--- config.mk ---
export PLATFORM = sky130hd
export DESIGN_NAME = csr_access_ctrl
export DESIGN_NICKNAME = d
export VERILOG_FILES = /design/src/rtl/csr_pkg.sv /design/src/rtl/csr_modify.sv /design/src/rtl/csr_access_ctrl.sv
export SDC_FILE = /design/constraint.sdc
export NUM_CORES = 1
export LEC_CHECK = 0
export ABC_AREA = 1
export CAP_MARGIN = 20
export CORE_MARGIN = 4
export CORE_UTILIZATION = 42
export DETAILED_ROUTE_END_ITERATION = 8
export PLACE_DENSITY = 0.77
export SETUP_SLACK_MARGIN = 0.05
export SYNTH_ARGS = -nofsm -noshare
export SYNTH_HDL_FRONTEND = slang
export SYNTH_HIERARCHICAL = 1
export SYNTH_SLANG_ARGS = --single-unit
--- constraint.sdc ---
create_clock -name clk -period 2.76 [get_ports clk]
set_input_delay 0.276 -clock clk [delete_from_list [all_inputs] [get_ports clk]]
set_output_delay 0.276 -clock clk [all_outputs]
set_load 0.01 [all_outputs]
--- src/rtl/csr_pkg.sv ---
// Shared CSR types: decode parameters, write functions and access-controller states.
package csr_pkg;

  localparam int CSR_ADDR_WIDTH = 12;
  localparam logic [1:0] CSR_RO_PREFIX = 2'b11;

  typedef enum logic [1:0] {
    CSR_RW = 2'd0,
    CSR_RS = 2'd1,
    CSR_RC = 2'd2
  } csr_write_func;

  typedef enum logic {
    CSR_SEL_RS1 = 1'b0,
    CSR_SEL_IMM = 1'b1
  } csr_input_sel;

  typedef struct packed {
    logic          read_enable;
    logic          write_enable;
    csr_input_sel  input_select;
    csr_write_func write_func;
  } csr_params_t;

  typedef enum logic [1:0] {
    ST_IDLE  = 2'd0,
    ST_READ  = 2'd1,
    ST_WRITE = 2'd2,
    ST_RESP  = 2'd3
  } csr_ctrl_state_t;

endpackage

--- src/rtl/csr_modify.sv ---
// Combinational CSR read-modify step: RW replaces, RS sets bits, RC clears bits.
module csr_modify import csr_pkg::*; #(
  parameter int XLEN = 32
) (
  input  csr_write_func   func,
  input  logic [XLEN-1:0] old_val,
  input  logic [XLEN-1:0] operand,
  output logic [XLEN-1:0] new_val
);

  always_comb begin
    new_val = operand;
    case (func)
      CSR_RW:  new_val = operand;
      CSR_RS:  new_val = old_val | operand;
      CSR_RC:  new_val = old_val & ~operand;
      default: new_val = operand;
    endcase
  end

endmodule

--- src/rtl/csr_access_ctrl.sv ---
// Sequences CSR instructions (read / modify / write-back) on the single CSR file
// port; direct trap-unit writes win the port whenever the controller is idle.
module csr_access_ctrl import csr_pkg::*; #(
  parameter int XLEN = 32
) (
  input  logic                      clk,
  input  logic                      reset,
  input  logic                      req_valid,
  output logic                      req_ready,
  input  csr_params_t               req_params,
  input  logic [CSR_ADDR_WIDTH-1:0] req_addr,
  input  logic [XLEN-1:0]           req_rs1,
  input  logic [4:0]                req_uimm,
  output logic                      resp_valid,
  input  logic                      resp_ready,
  output logic [XLEN-1:0]           resp_rdata,
  output logic                      resp_illegal,
  input  logic                      trap_valid,
  output logic                      trap_ready,
  input  logic [CSR_ADDR_WIDTH-1:0] trap_addr,
  input  logic [XLEN-1:0]           trap_wdata,
  output logic                      csr_en,
  output logic                      csr_we,
  output logic [CSR_ADDR_WIDTH-1:0] csr_addr,
  output logic [XLEN-1:0]           csr_wdata,
  input  logic [XLEN-1:0]           csr_rdata,
  input  logic                      csr_exists
);

  csr_ctrl_state_t           state_q, state_d;
  logic                      re_q, re_d;
  logic                      we_q, we_d;
  csr_write_func             func_q, func_d;
  logic [CSR_ADDR_WIDTH-1:0] addr_q, addr_d;
  logic [XLEN-1:0]           operand_q, operand_d;
  logic [XLEN-1:0]           old_q, old_d;
  logic                      illegal_q, illegal_d;
  logic [XLEN-1:0]           new_val;

  csr_modify #(.XLEN(XLEN)) u_modify (
    .func    (func_q),
    .old_val (old_q),
    .operand (operand_q),
    .new_val (new_val)
  );

  always_ff @(posedge clk) begin
    if (reset) begin
      state_q   <= ST_IDLE;
      re_q      <= 1'b0;
      we_q      <= 1'b0;
      func_q    <= CSR_RW;
      addr_q    <= '0;
      operand_q <= '0;
      old_q     <= '0;
      illegal_q <= 1'b0;
    end else begin
      state_q   <= state_d;
      re_q      <= re_d;
      we_q      <= we_d;
      func_q    <= func_d;
      addr_q    <= addr_d;
      operand_q <= operand_d;
      old_q     <= old_d;
      illegal_q <= illegal_d;
    end
  end

  always_comb begin
    state_d   = state_q;
    re_d      = re_q;
    we_d      = we_q;
    func_d    = func_q;
    addr_d    = addr_q;
    operand_d = operand_q;
    old_d     = old_q;
    illegal_d = illegal_q;
    case (state_q)
      ST_IDLE: begin
        if (!trap_valid && req_valid) begin
          re_d      = req_params.read_enable;
          we_d      = req_params.write_enable;
          func_d    = req_params.write_func;
          addr_d    = req_addr;
          operand_d = (req_params.input_select == CSR_SEL_IMM) ?
                      {{(XLEN-5){1'b0}}, req_uimm} : req_rs1;
          // Old value is cleared so skipped or faulting reads return zero.
          old_d     = '0;
          illegal_d = 1'b0;
          if (req_params.write_enable &&
              req_addr[CSR_ADDR_WIDTH-1 -: 2] == CSR_RO_PREFIX) begin
            illegal_d = 1'b1;
            state_d   = ST_RESP;
          end else if (req_params.read_enable || req_params.write_func != CSR_RW) begin
            state_d = ST_READ;
          end else begin
            state_d = ST_WRITE;
          end
        end
      end
      ST_READ: begin
        if (!csr_exists) begin
          illegal_d = 1'b1;
          state_d   = ST_RESP;
        end else begin
          old_d   = csr_rdata;
          state_d = we_q ? ST_WRITE : ST_RESP;
        end
      end
      ST_WRITE: begin
        if (!csr_exists) illegal_d = 1'b1;
        state_d = ST_RESP;
      end
      ST_RESP: begin
        if (resp_ready) state_d = ST_IDLE;
      end
      default: state_d = ST_IDLE;
    endcase
  end

  // Outputs are forced low while reset is held so nothing reaches the file.
  always_comb begin
    req_ready    = 1'b0;
    trap_ready   = 1'b0;
    resp_valid   = 1'b0;
    resp_rdata   = '0;
    resp_illegal = 1'b0;
    csr_en       = 1'b0;
    csr_we       = 1'b0;
    csr_addr     = '0;
    csr_wdata    = '0;
    if (!reset) begin
      case (state_q)
        ST_IDLE: begin
          if (trap_valid) begin
            trap_ready = 1'b1;
            csr_en     = 1'b1;
            csr_we     = 1'b1;
            csr_addr   = trap_addr;
            csr_wdata  = trap_wdata;
          end else begin
            req_ready = 1'b1;
          end
        end
        ST_READ: begin
          csr_en   = 1'b1;
          csr_addr = addr_q;
        end
        ST_WRITE: begin
          csr_en    = 1'b1;
          csr_we    = csr_exists;
          csr_addr  = addr_q;
          csr_wdata = new_val;
        end
        ST_RESP: begin
          resp_valid   = 1'b1;
          resp_rdata   = re_q ? old_q : '0;
          resp_illegal = illegal_q;
        end
        default: ;
      endcase
    end
  end

endmodule
==> impl_metrics.tcl <==
set metrics [dict create \
    path_cells "ha_1 -> inv_1 -> nor2_1 -> nand2_1 -> buf_4 -> nor2_1 -> clkdlybuf4s50_1" \
    yosys-top-cells-area "dfxtp_1 (30%), nand2_1 (23%), nand3_1 (8.8%)" \
    mostFrequentLayoutCell "nand2_1" \
    outcome "finished clean" \
    nets 1298 \
    place_ws_ns 0.206 \
    core_um2 12800 \
    initial_core_util_pct 43.7 \
    final_cell_mix "nand2_1 (348), clkdlybuf4s50_1 (183), inv_1 (113)" \
    r2r-end "we_q" \
    drc 0 \
    avgRoutedWirePerCell_um 14.3 \
    power.switching_mw 2.77 \
    rows 41 \
    synth_fp_nets 1112 \
    antenna_cells 0 \
    power.share.sequential_pct 26.0 \
    cts_sinks 83 \
    critPathArrivalTime_ns 2.24 \
    io_pins 218 \
    worst-path-stages 7 \
    combPwrFrac_pct 56.2 \
    netlist_instances 968 \
    grt_usage_pct 24.3 \
    cts-buffers-inserted 9 \
    period_needed_ns 2.52 \
    dp_hpwl_mm 13.1 \
    grtUsageMet3_pct 6.63 \
    fin_crit_sh_pct 91.3 \
    hold_path_depth 2 \
    critPathBufInv 3 \
    r2r_slack_ns 0.58 \
    fin_ws_ns 0.239 \
    vias 6482 \
    crit_family "buffers and inverters" \
    vias_per_cell 4.87 \
    peakVddDrop_v 0.000519 \
    drt_pre_antenna_iters 5 \
    htreeDepth 3 \
    grt_busiest_layer "met2" \
    relSlewSlack_pct 59.8 \
    fp.dieArea_um2 15300 \
    clkPwrFrac_pct 17.8 \
    use_met1_pct 29.3 \
    yosysTopAreaCell "dfxtp_1" \
    clock_skew_ns 0.00593 \
    synth-seq-cells 83 \
    cp-end-kind "output pin" \
    crit_top_cell "nor2_1" \
    path_clk_slew_ns 0.06 \
    swShare_pct 45.5 \
    postCtsHoldBufs 0 \
    crit_fanout 32 \
    synth_cell_types 24 \
    final-setup-viol-count 0 \
    crit_path_start "state_q[1]" \
    die_w_um 124 \
    fmax_ghz 0.397 \
    netlist.area_leader.share_pct 29.6 \
    maxCapViolCount 0 \
    antenna_found_initial 0 \
    cts-root-buf "clkbuf_16" \
    path_class "reg2out" \
    rsz0062_at_grt "false" \
    fin_tns_setup_ns 0 \
    hp-class "reg2reg" \
    crit_path_max_incr_delay_ns 0.60 \
    slowest_stage "clkdlybuf4s50_1" \
    syn_to_final_growth_pct 45.8 \
    grt_pass1_vias 5806 \
    port_buffers 217 \
    clk_latency_ns 0.34 \
    reg2reg_from "state_q[1]" \
    p_int_mw 3.32 \
    tightest_slew_ns 0.602 \
    start_kind "register" \
    yosysWarnings 6 \
    grt_max_degree 48 \
    rr_worst_depth 7 \
    p_leak_nw 3.94 \
    grt_pass1_wl_mm 29.0 \
    overflow 0 \
    cts_tree "built" \
    wl_mm 19.1 \
    place_congestion 0.848 \
    grt_use_met2_pct 42.2 \
    critPathCapture "resp_rdata[30]" \
    p_per_area_nw_per_um2 745 \
    synth_area_per_cell_um2 5.79 \
    cts_buffer_depth 2 \
    drv_slew 0 \
    cp.required_ns 2.48 \
    syn_area_um2 5600 \
    finalHoldViolCount 0 \
    synth-seq-area-share_pct 29.6 \
    die_h_um 124 \
    ant_nets 0 \
    drive_above_1_share_pct 5.35 \
    drt_iter0_drc 423 \
]
[flip-flops by register name, summed over array words and instances (netlist names)]
name and flops:
addr_q 12, func_q 2, illegal_q 1, old_q 32
operand_q 32, re_q 1, state_q 2, we_q 1
[cell usage after synthesis]
library cell / number
inv_2: 5
a211oi_1: 1
clkinv_1: 1
nand2_1: 348
buf_2: 18
nor2_1: 104
clkbuf_1: 22
nand4_1: 27
o21ai_4: 1
buf_1: 8
or2_2: 1
ha_1: 8
nor3_1: 2
buf_6: 16
nor2_4: 1
inv_1: 113
nand2_2: 2
o21ai_0: 3
nand3_1: 99
nand2_4: 2
buf_4: 8
nor2_8: 1
a21oi_1: 94
dfxtp_1: 83
[layer usage]
metal / up-vias / wire, um
li1: 3362 / -
met1: 2891 / 8090
met2: 212 / 9180
met3: 17 / 1550
met4: 0 / 256
met5: - / 0
[worst min path at each step]
stage	from	end	slack, ns
floorplan	we_q	we_q	0.43
global placement	we_q	we_q	0.44
detailed placement	we_q	we_q	0.45
CTS	we_q	we_q	0.46
global route	operand_q[19]	operand_q[19]	0.48
finish	we_q	we_q	0.45
[cell type report]
cell class,instances,area [um2]
fillers,1251,4650
well taps,172,215
repair buffers,246,2510
inverters,119,447
flip-flops and latches,83,1660
clock inverters,3,15.0
clock buffers,13,240
multi-input cells,695,3090
[power by group through the flow]
stage	clock, mW	combinational (mW)	sequential, mW
2_1_floorplan	0	2.45	1.55
6_report	1.09	3.42	1.58
5_1_grt	1.14	3.80	1.61
4_1_cts	1.10	3.39	1.58
3_3_place_gp	0	3.27	1.60
3_5_place_dp	0	3.30	1.61
[kinds of logic after synthesis]
kind of cell	share of synthesized area (%)
buffers and inverters	15.9
AND/OR/NAND/NOR	43.6
adder cells (fa/ha/maj)	1.79
flip-flops	29.6
AO/OA/AOI/OAI	9.09
[worst register-to-register path, cell delays in order (launching register included)]
cell and delay [ns]:
dfxtp_1 0.34, inv_1 0.18, ha_4 0.37, buf_4 0.26, nand2_2 0.25, buf_4 0.35
o21ai_0 0.25, a21oi_1 0.06
[stage by stage]
stage	cells	hold slack, ns	total power, mW	utilization [%]	instance area [um2]
3_5_place_dp	1307	0.448	4.91	60.3	7730
4_1_cts	1325	0.458	6.08	62.6	8020
2_1_floorplan	968	0.430	4.00	-	5600
6_report	1331	0.454	6.09	63.7	8170
3_3_place_gp	1307	0.443	4.87	60.3	7730
5_1_grt	1331	0.475	6.55	63.7	8170
[what timing repair did]
action,CTS,global route
resized for setup,4,35
gates cloned,1,0
setup endpoints to repair,32,38
pin swaps,3,2
buffers inserted,1,6
Power figures use the tool's default switching activity.
